$ cat config.mk
export PLATFORM = sky130hd
export DESIGN_NAME = gaussian_result_joiner
export DESIGN_NICKNAME = d
export VERILOG_FILES = /design/src/rtl/gaussian_result_joiner.sv
export SDC_FILE = /design/constraint.sdc
export NUM_CORES = 1
export LEC_CHECK = 0
export BUFFER_PORTS_ARGS = -buffer_cell sky130_fd_sc_hd__buf_2
export CAP_MARGIN = 40
export CORE_ASPECT_RATIO = 2
export CORE_MARGIN = 2
export CORE_UTILIZATION = 50
export CTS_CLUSTER_SIZE = 25
export DETAILED_ROUTE_END_ITERATION = 10
export GPL_ROUTABILITY_DRIVEN = 0
export MAX_ROUTING_LAYER = met4
export PLACE_DENSITY_LB_ADDON = 0.3
export SYNTH_ARGS = -nofsm -noshare
export SYNTH_HDL_FRONTEND = slang
export SYNTH_SLANG_ARGS = --single-unit
$ cat constraint.sdc
create_clock -name ap_clk -period 3.3 [get_ports ap_clk]
set_input_delay 0.165 -clock ap_clk [delete_from_list [all_inputs] [get_ports ap_clk]]
set_output_delay 0.165 -clock ap_clk [all_outputs]
set_load 0.1 [all_outputs]
$ cat src/rtl/gaussian_result_joiner.sv
// gaussian_result_joiner
//   Joins the five per-frame Gaussian fit results (amplitude, mu_x, mu_y,
//   sigma_x, sigma_y) with the crop origin used for that frame, converts the
//   crop-relative centroid to full-image coordinates (saturating), and
//   re-emits one five-word AXI-Stream packet per frame.
//
// Ports
//   ap_clk, ap_rst                      clock, synchronous active-high reset
//   cnn_output_{0..4}_TDATA/TVALID/TREADY  result words (slave streams)
//   crop_X1_*, crop_Y1_*                crop origin column/row (slave streams)
//   result_TDATA/TVALID/TREADY/TLAST    packet output (master stream)
//   frame_done                          one-cycle pulse per completed packet
//   frame_count                         completed packets since reset (wraps)
module gaussian_result_joiner #(
  parameter int PIXEL_BIT_WIDTH    = 16,
  parameter int FP_FRAC            = 0,
  parameter int IMG_COL_BITWIDTH   = 10,
  parameter int IMG_ROW_BITWIDTH   = 10,
  parameter int FRAME_CNT_BITWIDTH = 16
) (
  input  logic                          ap_clk,
  input  logic                          ap_rst,
  input  logic [PIXEL_BIT_WIDTH-1:0]    cnn_output_0_TDATA,
  input  logic                          cnn_output_0_TVALID,
  output logic                          cnn_output_0_TREADY,
  input  logic [PIXEL_BIT_WIDTH-1:0]    cnn_output_1_TDATA,
  input  logic                          cnn_output_1_TVALID,
  output logic                          cnn_output_1_TREADY,
  input  logic [PIXEL_BIT_WIDTH-1:0]    cnn_output_2_TDATA,
  input  logic                          cnn_output_2_TVALID,
  output logic                          cnn_output_2_TREADY,
  input  logic [PIXEL_BIT_WIDTH-1:0]    cnn_output_3_TDATA,
  input  logic                          cnn_output_3_TVALID,
  output logic                          cnn_output_3_TREADY,
  input  logic [PIXEL_BIT_WIDTH-1:0]    cnn_output_4_TDATA,
  input  logic                          cnn_output_4_TVALID,
  output logic                          cnn_output_4_TREADY,
  input  logic [IMG_COL_BITWIDTH-1:0]   crop_X1_TDATA,
  input  logic                          crop_X1_TVALID,
  output logic                          crop_X1_TREADY,
  input  logic [IMG_ROW_BITWIDTH-1:0]   crop_Y1_TDATA,
  input  logic                          crop_Y1_TVALID,
  output logic                          crop_Y1_TREADY,
  output logic [PIXEL_BIT_WIDTH-1:0]    result_TDATA,
  output logic                          result_TVALID,
  input  logic                          result_TREADY,
  output logic                          result_TLAST,
  output logic                          frame_done,
  output logic [FRAME_CNT_BITWIDTH-1:0] frame_count
);

  localparam int W  = PIXEL_BIT_WIDTH;
  localparam int SW = PIXEL_BIT_WIDTH + 2;
  localparam logic signed [SW-1:0] SAT_MAX = {3'b000, {(W-1){1'b1}}};
  localparam logic signed [SW-1:0] SAT_MIN = {3'b111, {(W-1){1'b0}}};

  typedef enum logic [1:0] {S_COLLECT, S_COMPUTE, S_EMIT} state_e;

  state_e                        state_q, state_d;
  logic [6:0]                    full_q, full_d;
  logic [2:0]                    idx_q, idx_d;
  logic                          done_q, done_d;
  logic [FRAME_CNT_BITWIDTH-1:0] cnt_q, cnt_d;
  logic [W-1:0]                  word_q [5];
  logic [IMG_COL_BITWIDTH-1:0]   x1_q;
  logic [IMG_ROW_BITWIDTH-1:0]   y1_q;

  logic [6:0]   in_valid, in_ready, xfer, full_next;
  logic [W-1:0] in_word [5];
  logic [SW-1:0] off_x, off_y;

  // Channel order in the 7-bit vectors: 0..4 result words, 5 X1, 6 Y1.
  assign in_valid = {crop_Y1_TVALID, crop_X1_TVALID, cnn_output_4_TVALID,
                     cnn_output_3_TVALID, cnn_output_2_TVALID,
                     cnn_output_1_TVALID, cnn_output_0_TVALID};
  assign in_ready = ap_rst ? '0 : ~full_q;
  assign xfer      = in_valid & in_ready;
  assign full_next = full_q | xfer;

  assign cnn_output_0_TREADY = in_ready[0];
  assign cnn_output_1_TREADY = in_ready[1];
  assign cnn_output_2_TREADY = in_ready[2];
  assign cnn_output_3_TREADY = in_ready[3];
  assign cnn_output_4_TREADY = in_ready[4];
  assign crop_X1_TREADY      = in_ready[5];
  assign crop_Y1_TREADY      = in_ready[6];

  assign in_word[0] = cnn_output_0_TDATA;
  assign in_word[1] = cnn_output_1_TDATA;
  assign in_word[2] = cnn_output_2_TDATA;
  assign in_word[3] = cnn_output_3_TDATA;
  assign in_word[4] = cnn_output_4_TDATA;

  // Crop origins are unsigned: zero-extend before aligning to the fixed point.
  assign off_x = SW'(x1_q) << FP_FRAC;
  assign off_y = SW'(y1_q) << FP_FRAC;

  function automatic logic [W-1:0] sat_add(input logic [W-1:0] mu,
                                           input logic [SW-1:0] off);
    logic signed [SW-1:0] sum;
    sum = $signed({{2{mu[W-1]}}, mu}) + $signed(off);
    if (sum > SAT_MAX)      return SAT_MAX[W-1:0];
    else if (sum < SAT_MIN) return SAT_MIN[W-1:0];
    else                    return sum[W-1:0];
  endfunction

  always_comb begin
    state_d = state_q;
    full_d  = full_next;
    idx_d   = idx_q;
    done_d  = 1'b0;
    cnt_d   = cnt_q;
    unique case (state_q)
      S_COLLECT: begin
        idx_d = '0;
        // Include this cycle's transfers so COMPUTE follows the last one directly.
        if (&full_next) state_d = S_COMPUTE;
      end
      S_COMPUTE: state_d = S_EMIT;
      S_EMIT: begin
        if (result_TREADY) begin
          if (idx_q == 3'd4) begin
            full_d  = '0;
            done_d  = 1'b1;
            cnt_d   = cnt_q + 1'b1;
            idx_d   = '0;
            state_d = S_COLLECT;
          end else begin
            idx_d = idx_q + 3'd1;
          end
        end
      end
      default: state_d = S_COLLECT;
    endcase
  end

  always_ff @(posedge ap_clk) begin
    if (ap_rst) begin
      state_q <= S_COLLECT;
      full_q  <= '0;
      idx_q   <= '0;
      done_q  <= 1'b0;
      cnt_q   <= '0;
      x1_q    <= '0;
      y1_q    <= '0;
      for (int unsigned k = 0; k < 5; k++) word_q[k] <= '0;
    end else begin
      state_q <= state_d;
      full_q  <= full_d;
      idx_q   <= idx_d;
      done_q  <= done_d;
      cnt_q   <= cnt_d;
      for (int unsigned k = 0; k < 5; k++) begin
        if (xfer[k]) word_q[k] <= in_word[k];
      end
      if (xfer[5]) x1_q <= crop_X1_TDATA;
      if (xfer[6]) y1_q <= crop_Y1_TDATA;
      // mu_x/mu_y holding registers are rewritten in place with the
      // absolute coordinates; no input can arrive while all flags are full.
      if (state_q == S_COMPUTE) begin
        word_q[1] <= sat_add(word_q[1], off_x);
        word_q[2] <= sat_add(word_q[2], off_y);
      end
    end
  end

  assign result_TVALID = (state_q == S_EMIT);
  assign result_TDATA  = (state_q == S_EMIT) ? word_q[idx_q] : '0;
  assign result_TLAST  = (state_q == S_EMIT) && (idx_q == 3'd4);
  assign frame_done    = done_q;
  assign frame_count   = cnt_q;

endmodule
Word-level counts from Yosys, hierarchy flattened
Memories as Yosys holds them, arrays and structs flattened. A register that Yosys moved wholly into a read port is not among the register bits.
Cells that the tools add are included.
Cells by class
  add/subtract/negate cells: 4
  order comparisons: 4
  eq/ne operators: 6
  muxes and demuxes: 50
  bitwise logic cells: 12
  reduce and logical (&&, ||, !) cells: 8
Operator list (count)
  $mux W16: 16
  $add A16 B11 Y17: 2
  $gt A17 B16 Y1 const B: 2
  $lt A17 B16 Y1 const B: 2
  $mux W7: 4
  $mux W1: 21
  $add A16 B1 Y16 const B: 1
  $mux W3: 4
  $and A7 B7 Y7: 1
  $not A7 Y7: 1
  $or A1 B1 Y1: 7
  $or A7 B7 Y7: 1
  $reduce_and A7 Y1: 1
  $mux W2: 3
  $pmux W2 S3: 1
  $pmux W3 S2: 1
  $reduce_and A3 Y1: 2
  $ne A2 B1 Y1 const B: 2
  $add A3 B1 Y3 const B: 1
  $eq A3 B3 Y1 const B: 1
  $reduce_or A3 Y1: 1
  $eq A2 B1 Y1 const B: 1
  $eq A2 B2 Y1 const B: 1
  $logic_not A2 Y1: 1
  5 further kinds: 6
Word-level totals
  flip-flop bits (word level): 49
  memory bits (writable): 80
  input bits: 110
  output and inout bits: 42
  logic and storage cells: 92
  memories: 1
Memories
  word_q: words 5, width 16, read ports 3, clocked after Yosys merged registers in 1, wr ports 5, line 64  | logic [W-1:0] word_q [5];

Longest topological paths before layout
Gate-level depths: netlist (run 1).
  depth after elaboration: 8
  depth in mapped cells: 11
  depth with buffers taken out: 10

Worst setup path after synthesis (run 1)
Ideal clock, no wire load.
  kind: reg2out
  start point: reg (tool-made name)
  end point: out result_TDATA[5]
  data arrival time: 2.596 ns
  required time: 3.135 ns
  path slack: 0.539 ns
  stages on the path, launching flop included: 6
  path buffers: 2
  path through: dfxtp_1 -> clkbuf_1 -> clkbuf_1 -> mux4_2 -> mux2i_1 -> nor2_1
RTL lines
  end: declaration: line 44  | output logic [PIXEL_BIT_WIDTH-1:0] result_TDATA,

==> impl_summary.log, run 1 <==
INFO  metric yosys_warnings = 0
INFO  metric vdd_ir_drop_max = 0.000363 V
INFO  metric area_growth_syn_to_layout = 23.8%
INFO  metric num_antenna_cells = 0
INFO  metric post-route-min-period = 3.10 ns
INFO  metric post_synth_inst_count = 694
INFO  metric ys_seq_area_frac = 0.485
INFO  metric drt_iter0_drc = 465
INFO  metric r2r_end = word_q[1][6]
INFO  metric cts_tree = yes
INFO  metric htree_num_levels = 4
INFO  metric grt_first_pass_wirelength = 30.7 mm
INFO  metric place.port_buffers = 151
INFO  metric initial_antenna_violation_count = 0
INFO  metric cts_resized = 0
INFO  metric start_util = 0.511
INFO  metric timing.final.ws_setup = 0.204 ns
INFO  metric achievable-frequency = 0.323 GHz
INFO  metric largest_incremental_delay_on_the_critical_path = 0.43 ns
INFO  metric r2r_slack = 0.20 ns
INFO  metric routedWlPerCell = 19.2 um
INFO  metric die_x = 88.3 um
INFO  metric mappedNetlistNets = 829
INFO  metric synth_enable_flop_cells = 80
INFO  metric globalRouteOverflowTotal = 0
INFO  metric cp-start-kind = register
INFO  metric arrival = 3.30 ns
INFO  metric setup.worst_path.class = register to register
INFO  metric worst_slew_pin_slew = 0.878 ns
INFO  metric hold_depth = 3
INFO  metric post_synth_instance_area = 7100 sq um
INFO  metric die_y = 173 um
INFO  metric numClockSinks = 132
INFO  metric synth_area_leader_cell = edfxtp_1
INFO  metric synthDistinctLibCells = 57
INFO  metric min_from = cnn_output_0_TVALID
INFO  metric via_per_inst = 5.67
INFO  metric ff2ff_path_depth = 10
INFO  metric synth_top_flop_cell = edfxtp_1
INFO  metric netlist.area_leader.share = 0.338
INFO  metric post-route-period-util = 0.938
INFO  metric estimated_wirelength_of_the_detail_placed_design = 15.7 mm
INFO  metric biggest_fanout_along_the_worst_timing_path = 8
INFO  metric fin_setup_tns = 0 ns
INFO  metric rsz_0062_raised_after_global_routing = no
INFO  metric worstReg2RegStart = word_q[1][0]
INFO  metric slowest_stage = a21oi_1
INFO  metric worst_slew_margin_rel = 0.415
INFO  metric finalSetupViolCount = 0
INFO  metric cp-end-kind = register
INFO  metric asyncSetResetFlopFracSynth = 0
INFO  metric cts-root-buf = clkbuf_16
INFO  metric cap_violations = 0
INFO  metric critical_path.n_buffers_inverters = 1
INFO  metric critical-path-top-cell-by-count = a21oi_1
INFO  metric status = completed
INFO  metric boundaryPins = 152
INFO  metric worstPathCellList = ha_1 -> inv_1 -> fa_1 -> and2b_1 -> o211ai_1 -> a211o_2 -> a21oi_1 -> o21ai_4 -> and2_4 -> a21oi_1
INFO  metric cell_area_power_density = 498 nW/um^2
INFO  metric min-delay-path-class = input pin to register
INFO  metric cts-root-to-sink-buffers = 2
INFO  metric rows = 61
INFO  metric clock_insertion_delay_worst_skew = 0.41 ns
INFO  metric cts_setup_buffers = 0
INFO  metric dr_total_vias = 5997
INFO  metric layout-drive-gt1-share = 0.257
INFO  metric numCtsBuffers = 17
INFO  metric final_max_slew_viol_count = 0
INFO  metric global_route.usage.total = 0.277
INFO  metric finalHoldViolCount = 0
INFO  metric clk_pin_slew = 0.06 ns
INFO  metric pin_count_of_the_biggest_net_entering_global_routing = 40
INFO  metric die-area = 15200 sq um
INFO  metric syn_avg_cell_area = 10.2 sq um
INFO  metric netlist_top_cells_area = edfxtp_1, dfxtp_1, mux4_2
INFO  metric number_of_global_route_vias_before_repair = 6118
INFO  metric whs_endpoint = full_q[0]
INFO  metric hold_ws = 0.00425 ns
INFO  metric holdBufCountCts = 18
INFO  metric drt-total-wl = 20.3 mm
INFO  metric total_leakage_power = 3.60 nW
INFO  metric fin_nets = 990
INFO  metric critical_path.top_delay_family = compound AO/OA/AOI/OAI gates
INFO  metric synth_register_bits = 132
INFO  metric detailedRoute.firstPassIterationCount = 5
INFO  metric preCtsSetupSlack = 0.272 ns
INFO  metric final_antenna_net_count = 0
INFO  metric detail_route.drc_violations = 0
INFO  metric core_region_area = 13900 sq um
INFO  metric timing.clock.skew = 0.00759 ns
INFO  metric cp.required = 3.51 ns
[worst reg2reg max path: stages, from the launching register on]
cell and delay, ns:
edfxtp_1 0.38, ha_1 0.21, inv_1 0.06, fa_1 0.39
and2b_1 0.23, o211ai_1 0.12, a211o_2 0.36, a21oi_1 0.43
o21ai_4 0.19, and2_4 0.25, a21oi_1 0.28
[cells by family after synthesis]
group,synth area share
compound gates,0.133
xor+xnor,0.0444
fa+ha+maj,0.0461
buf+inv,0.0268
flops,0.485
mux,0.0747
simple gates,0.191
[sequential cells by signal, summed over array words and instances (netlist names), named ones only]
signal and cells:
frame_count 16, frame_done 1, full_q 7, idx_q 3, state_q 2, word_q 80
x1_q 10, y1_q 10
[power by group]
group          switching (mW)  internal (mW)
clock network           0.721           1.07
registers              0.0870           1.88
logic                   0.361          0.260
[worst max path at each step]
| stage | start | to | slack [ns] | cells after the start |
|---|---|---|---|---|
| finish | word_q[1][0] | word_q[1][6] | 0.20 | 10 |
| global placement | word_q[2][1] | word_q[2][12] | 0.24 | 7 |
| global route | word_q[1][0] | word_q[1][6] | 0.12 | 10 |
| floorplan | register | result_TDATA[5] | 0.54 | 5 |
| detailed placement | word_q[1][0] | word_q[1][6] | 0.27 | 10 |
| CTS | word_q[1][0] | word_q[1][4] | 0.28 | 10 |
[cells in the final DEF (no fill, tap or decap), types with 23 or more instances in the layout]
cell type / count
buf_2: 151
edfxtp_1: 80
nor2_1: 73
a21oi_1: 64
dfxtp_1: 52
and2_1: 51
nand2_1: 50
o21ai_0: 39
nand2b_1: 27
ha_1: 23
[Yosys cell counts (all sizes together) (12+ instances only)]
| cell type | instances |
|---|---|
| a21oi | 65 |
| a31oi | 12 |
| and2 | 52 |
| clkbuf | 30 |
| dfxtp | 52 |
| edfxtp | 80 |
| ha | 23 |
| inv | 12 |
| mux2i | 17 |
| mux4 | 16 |
| nand2 | 50 |
| nand2b | 27 |
| nand3 | 12 |
| nor2 | 73 |
| o21ai | 42 |
| xnor2 | 14 |
| xor2 | 22 |
[metrics by stage]
stage | std cells | power (mW) | util | area (sq um)
after floorplan | 694 | 2.37 | - | 7100
after global placement | 1004 | 2.57 | 0.576 | 8010
after detailed placement | 1007 | 2.59 | 0.580 | 8050
after CTS | 1057 | 4.38 | 0.633 | 8800
after global routing | 1057 | 4.53 | 0.633 | 8800
final | 1057 | 4.38 | 0.633 | 8800
[layer usage]
metal | GRT usage | routed length, um | vias to the layer above
li1 | - | - | 2809
met5 | - | 0 | -
met1 | 0.275 | 6850 | 2845
met3 | 0.0406 | 1020 | 77
met4 | 0.176 | 1410 | 0
met2 | 0.483 | 11100 | 266
[final cells by class]
type	count	area, sq um
clock buffers	22	495
well taps	189	236
inverters	12	45.0
multi-input cells	515	3490
repair buffers	177	1020
fillers	1178	5090
flip-flops and latches	132	3440
clock inverters	10	70.1
Note: power is estimated with default switching activity, not from simulation.
==> inputs of run 2 (changes only) <==
==> constraint.sdc (replaced) <==
create_clock -name ap_clk -period 3.65 [get_ports ap_clk]
set_input_delay 0.1825 -clock ap_clk [delete_from_list [all_inputs] [get_ports ap_clk]]
set_output_delay 0.1825 -clock ap_clk [all_outputs]
set_load 0.1 [all_outputs]
==> run 2 against run 1 <==
Effect of this change:
- non-clock buffer count fell by 1
- register-to-register slack improved by 0.42 ns
- die area did not move
- total power fell by 9.5%
- critical path depth did not move
- first-iteration DRC count fell by 25%
- design area fell by 0.11%
- utilization fell by 0.072 points
- critical endpoint unchanged
- highest routed layer unchanged
==> impl_summary.log, run 2 (synthesized netlist as in run 1, its figures left out) <==
INFO  metric status = completed
INFO  metric clk_pin_slew = 0.06 ns
INFO  metric dpl-instance-area = 8070 sq um
INFO  metric worst_setup_path_startpoint = word_q[1][0]
INFO  metric layout-drive-gt1-share = 0.258
INFO  metric post-route-min-period = 3.02 ns
INFO  metric global_route.usage.total = 0.281
INFO  metric num_antenna_cells = 0
INFO  metric final_antenna_net_count = 0
INFO  metric numCtsBuffers = 17
INFO  metric min-delay-path-class = input pin to register
INFO  metric largest_register_ff_count = 80
INFO  metric number_of_global_route_vias_before_repair = 6191
INFO  metric cts-root-to-sink-buffers = 2
INFO  metric detail_route.drc_violations = 0
INFO  metric total_switching_power = 1.09 mW
INFO  metric final_max_slew_viol_count = 0
INFO  metric die_y = 173 um
INFO  metric htree_num_levels = 4
INFO  metric area_growth_syn_to_layout = 23.7%
INFO  metric globalRouteOverflowTotal = 0
INFO  metric routedWlPerCell = 19.4 um
INFO  metric p_seq_frac = 0.450
INFO  metric cp-start-kind = register
INFO  metric clock_insertion_delay_worst_skew = 0.42 ns
INFO  metric cell_area_power_density = 451 nW/um^2
INFO  metric switching_fraction_of_total_power = 0.274
INFO  metric detailedRoute.firstPassIterationCount = 5
INFO  metric finalHoldViolCount = 0
INFO  metric drt_iter0_drc = 348
INFO  metric rows = 61
INFO  metric biggest_fanout_along_the_worst_timing_path = 8
INFO  metric layout_commonest_cell = buf_2
INFO  metric min_from = crop_Y1_TDATA[0]
INFO  metric cp.required = 3.87 ns
INFO  metric largest_incremental_delay_on_the_critical_path = 0.39 ns
INFO  metric hold_depth = 3
INFO  metric cts_tree = yes
INFO  metric pin_count_of_the_biggest_net_entering_global_routing = 43
INFO  metric layout_common_cells = buf_2, edfxtp_1, nor2_1
INFO  metric estimated_wirelength_of_the_detail_placed_design = 15.8 mm
INFO  metric cap_violations = 0
INFO  metric p_comb_frac = 0.142
INFO  metric cts-root-buf = clkbuf_16
INFO  metric largest_register = word_q
INFO  metric finalSetupViolCount = 0
INFO  metric start_util = 0.511
INFO  metric arrival = 3.25 ns
INFO  metric worst_slew_margin_rel = 0.410
INFO  metric cts_resized = 0
INFO  metric worst_slew_pin_slew = 0.884 ns
INFO  metric final_area = 8790 sq um
INFO  metric internal-power = 2.88 mW
INFO  metric cp-end-kind = register
INFO  metric design_power_total = 3.96 mW
INFO  metric ff2ff_path_depth = 10
INFO  metric grt_first_pass_wirelength = 31.3 mm
INFO  metric die_x = 88.3 um
INFO  metric post-route-period-util = 0.828
INFO  metric core_region_area = 13900 sq um
INFO  metric via_per_inst = 5.75
INFO  metric worstReg2RegStart = word_q[1][0]
INFO  metric fin_setup_tns = 0 ns
INFO  metric place.port_buffers = 151
INFO  metric dr_total_vias = 6071
INFO  metric timing.clock.skew = 0.00741 ns
INFO  metric boundaryPins = 152
INFO  metric critical-path-top-cell-by-count = a21oi_1
INFO  metric achievable-frequency = 0.331 GHz
INFO  metric worstPathCellList = ha_1 -> inv_1 -> fa_1 -> and2b_1 -> o211ai_1 -> a211o_2 -> a21oi_1 -> o21ai_4 -> and2_4 -> a21oi_1
INFO  metric pwr-share-clk = 0.408
INFO  metric vdd_ir_drop_max = 0.000437 V
INFO  metric total_leakage_power = 3.59 nW
INFO  metric slowest_stage = fa_1
INFO  metric fin_nets = 989
INFO  metric rsz_0062_raised_after_global_routing = no
INFO  metric setup.worst_path.class = register to register
INFO  metric numClockSinks = 132
INFO  metric drt-total-wl = 20.5 mm
INFO  metric initial_antenna_violation_count = 0
INFO  metric num-fill-cells = 1174
INFO  metric die-area = 15200 sq um
==> run 2: cell types whose count changed in the layout (fill, tap and decap cells not counted), sizes merged <==
cell and delta:
clkinvlp +2, inv -1, bufinv +1, dlygate4sd3 -2, clkbuf -5, clkinv +3
buf +1
==> run 2: worst paths after layout <==
check	end	slack (ns)
max	word_q[1][6]	0.63
min	y1_q[0]	0.002
max reg2reg	word_q[1][6]	0.63
min reg2reg	x1_q[6]	0.49
==> run 2: layer usage <==
metal / routed length (um) / up-vias / track usage
li1: - / 2821 / -
met3: 1100 / 96 / 0.0511
met2: 11000 / 278 / 0.483
met4: 1320 / 0 / 0.172
met5: 0 / - / -
met1: 7060 / 2876 / 0.284
==> run 2: timing repair <==
action / CTS / global route
hold buffers: 16 / 0
hold endpoints to repair: 16 / 0
buffers inserted: 0 / 0
==> run 2: cell type report <==
class                           instances  area [sq um]  share of cell area
Sequential cell                       132          3440               0.392
Timing Repair Buffer                  176          1020               0.116
Tap cell                              189           236              0.0269
Inverter                               12          45.0             0.00513
Multi-Input combinational cell        515          3490               0.397
Clock inverter                         15           131              0.0149
Clock buffer                           17           425              0.0484
==> run 2: critical path, delay by kind of cell (launching register included) <==
| family | cells | cell delay (ns) |
|---|---|---|
| simple gates | 2 | 0.48 |
| flops | 1 | 0.38 |
| compound gates | 5 | 1.31 |
| buf+inv | 1 | 0.06 |
| fa+ha+maj | 2 | 0.59 |
==> run 2: stage by stage <==
stage	setup WS (ns)	util	hold slack (ns)	cells
after CTS	0.704	0.633	0.00216	1056
after detailed placement	0.706	0.581	0.393	1008
after global placement	0.613	0.576	0.376	1004
final	0.628	0.633	0.00207	1056
after global routing	0.510	0.633	0.00459	1056
after floorplan	0.871	-	0.291	694
==> run 2: power by group through the flow <==
stage          Sequential (mW)  Combinational [mW]  Clock [mW]
2_1_floorplan             1.77               0.373           0
3_3_place_gp              1.81               0.515           0
3_5_place_dp              1.81               0.541           0
4_1_cts                   1.78               0.559        1.63
5_1_grt                   1.79               0.612        1.69
6_report                  1.78               0.564        1.62
